**config.mk**
```make
export PLATFORM = sky130hd
export DESIGN_NAME = crc3_sched
export DESIGN_NICKNAME = d
export VERILOG_FILES = /design/src/rtl/crc3_sched.sv
export SDC_FILE = /design/constraint.sdc
export NUM_CORES = 1
export LEC_CHECK = 0
export CAP_MARGIN = 0
export CORE_ASPECT_RATIO = 1.5
export CORE_MARGIN = 1
export CORE_UTILIZATION = 29
export CTS_BUF_LIST = sky130_fd_sc_hd__clkbuf_8
export DETAILED_ROUTE_END_ITERATION = 12
export SETUP_SLACK_MARGIN = 0.3
export SYNTH_ARGS = -nofsm -noshare
export SYNTH_HDL_FRONTEND = slang
export SYNTH_SLANG_ARGS = --single-unit
```
**constraint.sdc**
```tcl
create_clock -name clk -period 1.2 [get_ports clk]
set_input_delay 0.36 -clock clk [delete_from_list [all_inputs] [get_ports clk]]
set_output_delay 0.36 -clock clk [all_outputs]
set_load 0.05 [all_outputs]
```
**src/rtl/crc3_sched.sv**
```systemverilog
// Two-port CRC-3 job scheduler: arbitrates generate/check requests round-robin
// onto one shared serial CRC-3 engine and returns codewords or syndromes.
module crc3_sched (
    input  logic       clk,
    input  logic       rst,
    input  logic       gen_req,
    input  logic [5:0] gen_msg,
    output logic       gen_done,
    output logic [8:0] gen_code,
    input  logic       chk_req,
    input  logic [8:0] chk_word,
    output logic       chk_done,
    output logic [2:0] chk_syn,
    output logic       chk_ok,
    output logic       eng_rst,
    output logic       eng_flag,
    output logic [8:0] eng_data,
    input  logic [2:0] eng_crc
);

    typedef enum logic [2:0] {IDLE, LOAD, RUN, CAPT, RESP} state_t;

    localparam logic [3:0] RUN_LAST = 4'd8;

    state_t     state, state_nxt;
    logic [3:0] cnt;
    logic       last_chk;   // 1 = check port was served last
    logic       job_chk;    // port owning the job in flight
    logic       any_req;
    logic       grant_chk;

    assign any_req   = gen_req | chk_req;
    // On a tie the port not served last wins; a lone requester always wins.
    assign grant_chk = chk_req & (~gen_req | ~last_chk);

    always_ff @(posedge clk) begin
        if (rst) state <= IDLE;
        else     state <= state_nxt;
    end

    always_comb begin
        state_nxt = state;
        case (state)
            IDLE:    if (any_req) state_nxt = LOAD;
            LOAD:    state_nxt = RUN;
            RUN:     if (cnt == RUN_LAST) state_nxt = CAPT;
            CAPT:    state_nxt = RESP;
            RESP:    state_nxt = IDLE;
            default: state_nxt = IDLE;
        endcase
    end

    always_ff @(posedge clk) begin
        if (rst) begin
            cnt      <= 4'd0;
            last_chk <= 1'b1;
            job_chk  <= 1'b0;
            eng_rst  <= 1'b0;
            eng_flag <= 1'b0;
            eng_data <= 9'd0;
            gen_done <= 1'b0;
            chk_done <= 1'b0;
            gen_code <= 9'd0;
            chk_syn  <= 3'd0;
            chk_ok   <= 1'b0;
        end else begin
            case (state)
                IDLE: begin
                    if (any_req) begin
                        job_chk  <= grant_chk;
                        eng_rst  <= 1'b1;
                        eng_flag <= grant_chk;
                        eng_data <= grant_chk ? chk_word : {gen_msg, 3'b000};
                    end
                    cnt <= 4'd0;
                end
                LOAD: begin
                    eng_rst <= 1'b0;
                    cnt     <= 4'd0;
                end
                RUN: begin
                    cnt <= (cnt == RUN_LAST) ? 4'd0 : cnt + 4'd1;
                end
                CAPT: begin
                    // Engine remainder has seen all 9 shifts by this edge.
                    if (job_chk) begin
                        chk_syn  <= eng_crc;
                        chk_ok   <= (eng_crc == 3'b000);
                        chk_done <= 1'b1;
                    end else begin
                        gen_code <= {eng_data[8:3], eng_crc};
                        gen_done <= 1'b1;
                    end
                end
                RESP: begin
                    gen_done <= 1'b0;
                    chk_done <= 1'b0;
                    last_chk <= job_chk;
                end
                default: begin
                    eng_rst <= 1'b0;
                end
            endcase
        end
    end

endmodule

```
Word level (Yosys, flattened, before mapping)
Cells that the tools add are included.
{"block": "classes", "n_lt_le_gt_ge": 0, "n_eq_ne": 9, "n_addsub": 1, "mul": 0, "muxes": 12, "n_bitwise": 7, "div_mod_pow": 0, "reduce_logical": 13, "shifts": 0}
{"operator": "AND reduction 2 bit", "count": 7}
{"operator": "one-hot mux 3 bit (4 select lines)", "count": 1}
{"operator": "two-way mux 9 bit", "count": 1}
{"operator": "inequality test 2 bit (second input constant)", "count": 4}
{"operator": "one-hot mux 4 bit (2 select lines)", "count": 1}
{"operator": "equality test 3 x 2 -> 1 bit (second input constant)", "count": 2}
{"operator": "logical NOT 3 bit", "count": 2}
{"operator": "two-way mux 3 bit", "count": 2}
{"operator": "one-hot mux 1 bit (2 select lines)", "count": 3}
{"operator": "adder 4 x 1 -> 4 bit (second input constant)", "count": 1}
{"operator": "equality test 4 bit (second input constant)", "count": 1}
{"operator": "two-way mux 4 bit", "count": 1}
{"operator": "inverter 1 bit", "count": 4}
{"operator": "nonzero test 2 bit", "count": 2}
{"operator": "equality test 3 x 1 -> 1 bit (second input constant)", "count": 1}
{"operator": "equality test 3 bit (second input constant)", "count": 1}
{"operator": "two-way mux 1 bit", "count": 3}
{"operator": "OR reduction 3 bit", "count": 1}
{"operator": "bitwise OR 1 bit", "count": 2}
{"operator": "OR reduction 2 bit", "count": 1}
{"operator": "AND 1 bit", "count": 1}
{"block": "word_totals", "word_cells": 53, "reg_bits": 34, "romBits": 0, "latchBits": 0, "output_inout_bits": 26, "in_bits": 22, "ramBits": 0, "n_memories": 0}

Longest topological paths before layout
Gate-level depths: netlist of run 1.
{"block": "depth", "ltp_word": 4, "depth_mapped": 5, "ltp_nobuf": 5}

Least setup slack after synthesis of run 1
OpenSTA, ideal clock, no wires.
{"block": "synth_timing", "path_kind": "register to register", "startpoint": "register job_chk", "endpoint": "register chk_ok", "setup_ns": 0.070, "t_arrival_ns": 1.458, "path_buffers": 0, "path_stages_with_launch": 4, "path_slack_ns": -0.328, "required_time_ns": 1.130, "period_less_slack_ns": 1.528, "cell_sequence": "dfxtp_1 > nand4b_4 > or4_1 > a21oi_1"}
{"block": "synth_via", "elab_chain_len": 1}
{"item": "from (decl)", "line": "28", "source": "logic job_chk;"}
{"item": "from (signal assigned)", "line": "70", "source": "job_chk <= grant_chk;"}
{"item": "AND reduction 2 bit (no source line)"}
{"item": "to (signal assigned)", "line": "88", "source": "chk_ok <= (eng_crc == 3'b000);"}
{"item": "to (decl)", "line": "14", "source": "output logic chk_ok,"}
No other way between the ends.
A chain may end at the register's enable or synchronous reset.

Final worst setup path of run 1
{"block": "layout_timing", "startpoint": "register state[0]", "endpoint": "register eng_data[8]"}
{"block": "layout_via", "elab_chain_len": 2}
{"item": "from (decl)", "line": "25", "source": "state_t state, state_nxt;"}
{"item": "from (signal assigned)", "line": "38", "source": "else state <= state_nxt;"}
{"item": "logical NOT 3 bit", "line": "67", "source": "case (state)"}
{"item": "AND reduction 2 bit (no source line)"}
{"item": "to (signal assigned)", "line": "73", "source": "eng_data <= grant_chk ? chk_word : {gen_msg, 3'b000};"}
{"item": "to (decl)", "line": "17", "source": "output logic [8:0] eng_data,"}
No other way between the ends.

==> results.md, run 1 <==
- Initial antenna violation count: 0
- Clock latency at the later pin of the worst-skew pair: 280 ps
- Hold WS: 356 ps
- Vias per Instance: 4.83
- Cell count after placement: 290
- Internal: 0.00247 W
- FILL cells: 461
- P&R area growth vs syn: 85.0%
- Syn_nets: 194
- Crit share post-route: 107%
- Most frequent cells in the layout: buf_12 (30), a21oi_1 (26), buf_4 (23)
- Power Density: 1340 nW/um^2
- IO Pins: 48
- Hold Startpoint: rst
- Max VDD drop: 0.991 mV
- Post-DP HPWL: 2890 um
- Comb power frac: 38.8%
- Clk_skew: 4.65 ps
- Mapped Area: 1500 sq um
- First DRT Iteration DRCs: 38
- Routed WL per cell: 13.1 um
- R2R Path Start: state[0]
- Critical Path Source Type: flop
- Hold Path Depth: 2
- Status: finished with violations
- Grt ovf: 0
- Vias in the first global route: 1446
- Psw: 0.00124 W
- WP data required: 1360 ps
- Num Clock Sinks: 34
- Most common cell after layout, fill and taps aside: buf_12
- Final setup vio count: 11
- Least-Margin Pin Slew: 246 ps
- Port Buf Inserts: 47
- Routability-driven placement congestion ratio: 0.753
- Die H: 90.0 um
- Hold Crit Class: in2reg
- Switching Fraction: 33.5%
- Die width: 60.7 um
- Avg Synthesized Cell Area: 8.80 sq um
- Crit path kind: reg2reg
- Rel. slew slack: 83.6%
- Multi-input logic area: 813 sq um
- R2R depth: 4
- R2R setup slack: -80 ps
- DRT Pass-1 Iters: 4
- Starting density of the core: 30.6%
- Final wirelength: 4030 um
- CTS Buffer Depth: 2
- Fmax achieved: 781 MHz
- Post-DRT Antenna Nets: 0
- Via Count: 1487
- Netlist cell types: 39
- Final Non-Filler Cells: 308
- Tmin final: 1280 ps
- Fraction of layout cells with a size suffix above 1: 47.9%
- Total inserted antenna cells: 0
- Cell Rows: 31
- Crit-path max FO: 9
- Final Hold Fails: 0
- Register area: 747 sq um
- Post-synthesis cell count: 170
- Largest net degree at the start of global routing: 17
- Core Region: 4890 sq um
- Max Cap Viol: 0
- Worst Path Arrival: 1450 ps
- First-pass GRT wire length: 6850 um
- Finished Core Util: 56.7%
- Final worst setup slack: -81.2 ps
- GRT Total Usage: 16.8%
- Seq/Total Area, Yosys: 45.5%
- Register share of total power: 37.9%
- Clk pwr share: 23.3%
- Yosys reg bits: 34
- Failing checks: negative setup slack
- CTS tree: built
- Clock-pin slew on the worst setup and hold paths: 70 ps
- FF-to-FF End: eng_data[8]
- Hold Crit Endpoint: eng_rst
- RSZ-0062 raised after global routing: yes
- NumNets Final: 265
- Warnings from Yosys: 0
- DRC Markers: 0
- Crit. End Element: flop
- Slew Limit Fails: 0
- Leakage: 1.08 nW
- Cts bufs inserted: 5
- H-tree Lvls: 2
- Root Buffer: clkbuf_8
- Die area: 5460 sq um
[per-layer routing]
layer / track usage [%] / wire (um) / up-vias
met1: 19.2 / 1590 / 709
met5: 0 / 0 / -
li1: - / - / 748
met3: 4.17 / 142 / 5
met2: 27.8 / 2210 / 25
met4: 8.52 / 82 / 0
[synthesized netlist by cell type]
cell	number	area, sq um
clkbuf_1	7	26.3
dfxtp_1	34	681
nand3b_1	1	7.51
xnor2_1	1	8.76
o21ai_0	8	40.0
a21boi_1	2	15.0
or2_2	1	6.26
or4_1	1	7.51
nor3_1	3	15.0
ha_1	2	25.0
nor3_2	1	10.0
a21oi_1	27	135
nand4bb_1	1	11.3
and2_0	1	6.26
and3_2	1	7.51
buf_4	3	22.5
a31oi_1	2	12.5
nor2_1	5	18.8
a211oi_1	7	52.6
a311o_1	1	10.0
mux2i_1	9	90.1
nand2_1	22	82.6
nand2b_1	1	6.26
and3_1	1	6.26
nand4_1	4	25.0
and4bb_2	1	12.5
nand3_1	2	10.0
a311oi_1	1	8.76
nor2_2	1	6.26
buf_2	4	20.0
inv_1	4	15.0
or3_1	1	6.26
nor3b_2	1	12.5
nand4b_1	1	8.76
nand4b_4	1	23.8
and3b_2	1	10.0
nor2b_1	1	6.26
o21ai_1	4	20.0
nor3b_1	1	7.51
[power by group through the flow]
stage	sequential [W]	combinational [W]	clock [W]
finish	0.00141	0.00144	0.000864
global route	0.00143	0.00153	0.000939
CTS	0.00141	0.00142	0.000896
detailed placement	0.00143	0.00134	0
global placement	0.00143	0.00133	0
floorplan	0.00161	0.000529	0
[critical path, cell delays in order (launching register included)]
cell and delay (ps):
dfxtp_2 330, buf_12 140, or3_4 410, nor2_4 180
a211oi_1 100
[final cells by class]
cell class                 count  area share, %
tap                           66           2.98
multi-input combinational    118           29.4
inverter                       4          0.542
sequential                    34           27.0
clock inverter                 2          0.316
clock buffer                   6           2.98
timing repair buffer          78           36.8
[worst max path at each step]
stage / startpoint / end / cells past startpoint
floorplan: job_chk / chk_ok / 3
global placement: chk_req / eng_data[8] / 5
detailed placement: chk_req / eng_data[8] / 5
CTS: state[0] / eng_data[8] / 4
global route: state[0] / cnt[2] / 5
finish: state[0] / eng_data[8] / 4
[what timing repair did]
action | CTS | global route
buffers inserted | 7 | 2
hold buffers | 0 | 0
resized for setup | 22 | 12
endpoints found under the setup margin | 60 | 60
pin swaps | 7 | 2
cloned | 1 | 0
[state kept, by name (all words and copies together) (netlist names)]
register	flops
chk_done	1
chk_ok	1
chk_syn	3
cnt	4
eng_data	9
eng_rst	1
gen_code	9
gen_done	1
job_chk	1
last_chk	1
state	3
[stage by stage]
stage | setup WS [ps] | TNS, ps | total power [W] | area [sq um]
after detailed placement | -423 | -10420 | 0.00277 | 2520
after global routing | -127 | -1700 | 0.00390 | 2770
final | -81.2 | -556 | 0.00372 | 2770
after CTS | -64.7 | -499 | 0.00373 | 2730
after floorplan | -8.91 | -8.91 | 0.00214 | 1630
after global placement | -403 | -9970 | 0.00276 | 2520
[cells by family after synthesis]
| group | synth area share [%] |
|---|---|
| AO/OA/AOI/OAI | 19.6 |
| XOR/XNOR | 0.585 |
| adder cells (fa/ha/maj) | 1.67 |
| buffers and inverters | 5.60 |
| flip-flops | 45.5 |
| multiplexers | 6.02 |
| AND/OR/NAND/NOR | 21.0 |
No activity file was read; power rests on OpenSTA's default activity.
==> inputs of run 2 (changes only) <==
Settings changed: SETUP_SLACK_MARGIN 0.3 to 0.02.
==> results.md, run 2 (synthesis gave the netlist of run 1 again) <==
- Die area: 5460 sq um (unchanged)
- Least-Margin Pin Slew: 338 ps (+91.8 ps)
- Final wirelength: 4490 um (+11%)
- R2R Path Start: state[0]
- Crit path kind: reg2reg
- Crit-path slowest cell: dfxtp_4
- Hold Startpoint: gen_code[7]
- Post-DRT Antenna Nets: 0 (unchanged)
- Most frequent cells in the layout: buf_12 (29), buf_4 (23), a21oi_1 (21)
- Clk pwr share: 22.4% (-0.9 points)
- Setup TNS: -550 ps (+6.09 ps)
- FILL cells: 421 (-8.7%)
- NumNets Final: 272 (+2.6%)
- Initial antenna violation count: 0 (unchanged)
- Port Buf Inserts: 47 (unchanged)
- Worst Path Arrival: 1480 ps (+30 ps)
- Final worst setup slack: -82.8 ps (-1.59 ps)
- Die width: 60.7 um (unchanged)
- Crit-path max FO: 5 (-4)
- Hold WS: 478 ps (+122 ps)
- Largest net degree at the start of global routing: 16 (-1)
- Crit path launch: state[0]
- Power Density: 1340 nW/um^2 (-0.16%)
- CTS Buffer Depth: 2 (unchanged)
- WP buf/inv: 1 (unchanged)
- Grt ovf: 0 (unchanged)
- Vias in the first global route: 1492 (+3.2%)
- GR Util met1: 18.8% (-0.45 points)
- Root Buffer: clkbuf_8
- Fmax achieved: 780 MHz (-0.12%)
- Die H: 90.0 um (unchanged)
- Crit path cell chain: buf_12, nor3b_2, a31oi_1, a311oi_1
- Max Cap Viol: 0 (unchanged)
- Cts hold-fix bufs: 0 (unchanged)
- WP data required: 1400 ps (+40 ps)
- Clock latency at the later pin of the worst-skew pair: 290 ps (about the same)
- Most common cell after layout, fill and taps aside: buf_12
- RSZ-0062 raised after global routing: yes
- Num Clock Sinks: 34 (unchanged)
- Status: finished with violations
- Total inserted antenna cells: 0 (unchanged)
- Rel. slew slack: 77.4% (-6.2 points)
- Met2 global-route usage: 28.7% (+0.82 points)
- Cell Rows: 31 (unchanged)
- Final setup vio count: 10 (-1)
- H-tree Lvls: 2 (unchanged)
- GRT busiest layer: met2
- Leakage: 1.14 nW (+5.0%)
- Clk_skew: 4.54 ps (-0.110 ps)
- Post-DP HPWL: 2930 um (+1.5%)
- Register share of total power: 36.1% (-1.8 points)
- Max stage delay on crit path: 380 ps (-30 ps)
- Crit. End Element: flop
- Routability-driven placement congestion ratio: 0.708 (-6.0%)
- First-pass GRT wire length: 7000 um (+2.1%)
- Max VDD drop: 1.04 mV (+5.4%)
- Tmin final: 1280 ps (+1.59 ps)
- Final Hold Fails: 0 (unchanged)
- Via Count: 1555 (+4.6%)
- Power Total: 0.00388 W (+4.4%)
- Critical Path Source Type: flop
- Core Region: 4890 sq um (unchanged)
- CTS tree: built
- Switching Fraction: 34.1% (+0.62 points)
- Placement Setup Slack: -450 ps (-27.2 ps)
- IO Pins: 48 (unchanged)
- Slew Limit Fails: 0 (unchanged)
- Failing checks: negative setup slack
- Starting density of the core: 30.6% (unchanged)
- Largest delay contributor family on the critical path: flip-flops
- Clock-pin slew on the worst setup and hold paths: 70 ps (about the same)
- Fraction of layout cells with a size suffix above 1: 52.2% (+4.3 points)
- P&R area growth vs syn: 93.6%
- GRT Total Usage: 17.2% (+0.39 points)
- First DRT Iteration DRCs: 42 (+11%)
- DRT Pass-1 Iters: 4 (unchanged)
- Routed WL per cell: 14.3 um (+8.9%)
- Internal: 0.00256 W (+3.5%)
- Hold Crit Class: reg2reg
- Biggest regs: eng_data: 9 flops, gen_code: 9 flops, cnt: 4 flops
- Psw: 0.00132 W (+6.4%)
- Vias per Instance: 4.94 (+2.2%)
- Cts bufs inserted: 5 (unchanged)
- DRC Markers: 0 (unchanged)
- Comb power frac: 41.5% (+2.7 points)
- GR Util met3: 4.75% (+0.58 points)
- Crit share post-route: 107% (+0.13 points)
==> run 2: path summary, 6_finish.rpt <==
check	end	cells past startpoint	slack, ps
max	cnt[2]	4	-80
min	gen_code[7]	2	480
min reg2reg	gen_code[7]	2	480
max reg2reg	cnt[2]	4	-80
==> run 2: power by group through the flow <==
| stage | logic, W | clock network [W] | registers [W] |
|---|---|---|---|
| final | 0.00161 | 0.000870 | 0.00140 |
| after floorplan | 0.000439 | 0 | 0.00158 |
| after detailed placement | 0.00128 | 0 | 0.00140 |
| after global routing | 0.00170 | 0.000948 | 0.00141 |
| after global placement | 0.00128 | 0 | 0.00141 |
| after CTS | 0.00147 | 0.000893 | 0.00140 |
==> run 2: stage by stage <==
| stage | std cells | area, sq um | utilization (%) |
|---|---|---|---|
| after floorplan | 170 | 1510 | - |
| after global placement | 296 | 2480 | 50.8 |
| after detailed placement | 296 | 2480 | 50.8 |
| after CTS | 310 | 2760 | 56.4 |
| after global routing | 315 | 2900 | 59.3 |
| final | 315 | 2900 | 59.3 |
==> run 2: timing repair <==
action                                  in CTS  in global routing
gates resized for setup                     59                 23
endpoints found under the setup margin      55                 35
gates cloned                                 2                  2
buffers inserted                             4                  3
pin swaps                                   12                 13
==> run 2: tightest hold or removal path: cells and delay by family (launching register included) <==
kind	cells	cell delay, ps
flops	1	340
simple gates	1	60
compound gates	1	50
==> run 2: layout make-up <==
cell class                 instances  area (sq um)  share of cell area (%)
multi-input combinational        119           868                    30.0
timing repair buffer              84          1100                    37.9
sequential                        34           742                    25.6
inverter                           4          15.0                   0.518
clock buffer                       6          82.6                    2.85
tap                               66          82.6                    2.85
clock inverter                     2          8.76                   0.302
==> run 2: metal layers <==
metal	up-vias	wire, um
met1	753	1730
met4	0	132
met2	31	2450
met3	10	184
li1	761	-
met5	-	0
==> inputs of run 3 (changes only) <==
Clock period 1.2 ns to 1.24 ns, I/O delays scaled along.
==> results.md, run 3 (synthesis gave the netlist of run 1 again) <==
- Core Region: 4890 sq um (unchanged)
- First-pass GRT wire length: 6960 um (-0.59%)
- Hold Startpoint: gen_code[8]
- Clock latency at the later pin of the worst-skew pair: 290 ps (about the same)
- Vias per Instance: 4.87 (-1.4%)
- CTS Buffer Depth: 2 (unchanged)
- Via Count: 1518 (-2.4%)
- Root Buffer: clkbuf_8
- RSZ-0062 raised after global routing: yes
- Hold WS: 473 ps (-4.89 ps)
- DRC Markers: 0 (unchanged)
- Power Density: 1320 nW/um^2 (-1.3%)
- CTS tree: built
- Port Buf Inserts: 47 (unchanged)
- Post-DRT Antenna Nets: 0 (unchanged)
- Final setup vio count: 1 (-9)
- Cts hold-fix bufs: 0 (unchanged)
- Status: finished with violations
- Fmax achieved: 802 MHz
- Worst Path Arrival: 1470 ps (about the same)
- Final Non-Filler Cells: 312 (-0.95%)
- Leakage: 1.08 nW (-5.0%)
- WP data required: 1460 ps (+60 ps)
- Slew Limit Fails: 0 (unchanged)
- R2R Path Start: state[0]
- Fraction of layout cells with a size suffix above 1: 47.2% (-5.1 points)
- H-tree Lvls: 2 (unchanged)
- First DRT Iteration DRCs: 39 (-7.1%)
- Biggest regs: eng_data: 9 flops, gen_code: 9 flops, cnt: 4 flops
- Most frequent cells in the layout: buf_4 (29), buf_12 (27), a21oi_1 (24)
- Cell count after placement: 294 (-0.68%)
- Tmin final: 1250 ps
- Die H: 90.0 um (unchanged)
- Failing checks: negative setup slack
- Clock-pin slew on the worst setup and hold paths: 70 ps (about the same)
- Max Cap Viol: 0 (unchanged)
- DRT Pass-1 Iters: 4 (unchanged)
- Crit path launch: eng_crc[2]
- Power Total: 0.00365 W (-6.1%)
- Final wirelength: 4230 um (-5.9%)
- Critical Path Source Type: input pin
- Clk_skew: 6.24 ps (+1.70 ps)
- Crit-path max FO: 2 (-3)
- IO Pins: 48 (unchanged)
- Post-DP HPWL: 2970 um (+1.3%)
- Starting density of the core: 30.6% (unchanged)
- Vias in the first global route: 1529 (+2.5%)
- Routed WL per cell: 13.6 um (-5.0%)
- Cell Rows: 31 (unchanged)
- Crit path kind: in2reg
- Die area: 5460 sq um (unchanged)
- Grt ovf: 0 (unchanged)
- Routability-driven placement congestion ratio: 0.760 (+7.5%)
- Die width: 60.7 um (unchanged)
- Total inserted antenna cells: 0 (unchanged)
- Initial antenna violation count: 0 (unchanged)
- Num Clock Sinks: 34 (unchanged)
- GRT Total Usage: 16.8% (-0.41 points)
- Least-Margin Pin Slew: 248 ps (-89.3 ps)
- NumNets Final: 269 (-1.1%)
- Largest net degree at the start of global routing: 14 (-2)
- Crit. End Element: flop
- Most common cell after layout, fill and taps aside: buf_4
- Cts bufs inserted: 5 (unchanged)
- Rel. slew slack: 83.4% (+6.1 points)
- Final worst setup slack: -7.46 ps (+75.3 ps)
- Final Hold Fails: 0 (unchanged)
- Max VDD drop: 0.800 mV (-23%)
- P&R area growth vs syn: 84.2%
- Hold Crit Class: reg2reg
- Crit share post-route: 101%
==> run 3: where the power goes <==
| part | internal [W] | switching [W] |
|---|---|---|
| clock network | 0.000447 | 0.000435 |
| logic | 0.000730 | 0.000680 |
| registers | 0.00121 | 0.000139 |
==> run 3: critical path, stage by stage <==
cell	delay (ps)
clkdlybuf4s50_1	420
or4_4	540
a21oi_2	130
==> run 3: through the flow <==
| step | instance area (sq um) | util (%) | setup slack [ps] | TNS, ps |
|---|---|---|---|---|
| 3_3_place_gp | 2440 | 50.0 | -389 | -5510 |
| 2_1_floorplan | 1510 | - | 28.8 | 0 |
| 3_5_place_dp | 2440 | 50.0 | -459 | -6160 |
| 6_report | 2760 | 56.4 | -7.46 | -7.46 |
| 5_1_grt | 2760 | 56.4 | -31.2 | -100 |
| 4_1_cts | 2670 | 54.5 | 7.95 | 0 |
==> run 3: worst paths after layout <==
kind,cells past startpoint,slack [ps],to
setup / recovery,3,-7,chk_ok
hold / removal,2,470,gen_code[8]
setup reg to reg,4,10,chk_ok
hold reg to reg,2,470,gen_code[8]
==> run 3: timing repair <==
action,in CTS,in global routing
gates resized for setup,29,32
gates cloned,2,0
buffers inserted,5,3
setup endpoints to repair,38,38
pin swaps,6,6
hold endpoints to repair,0,0
==> run 3: final cells by class <==
cell class	count	area [sq um]
clock buffers	6	82.6
clock inverters	2	12.5
fillers	455	2130
inverters	4	15.0
multi-input cells	118	812
flip-flops and latches	34	728
well taps	66	82.6
repair buffers	82	1020
==> run 3: per-layer routing <==
layer  up-vias  routed length, um  GRT usage, %
met4         0                119          8.90
met2        38               2290          27.7
li1        756                  -             -
met3         9                143          3.60
met5         -                  0             0
met1       715               1670          19.5
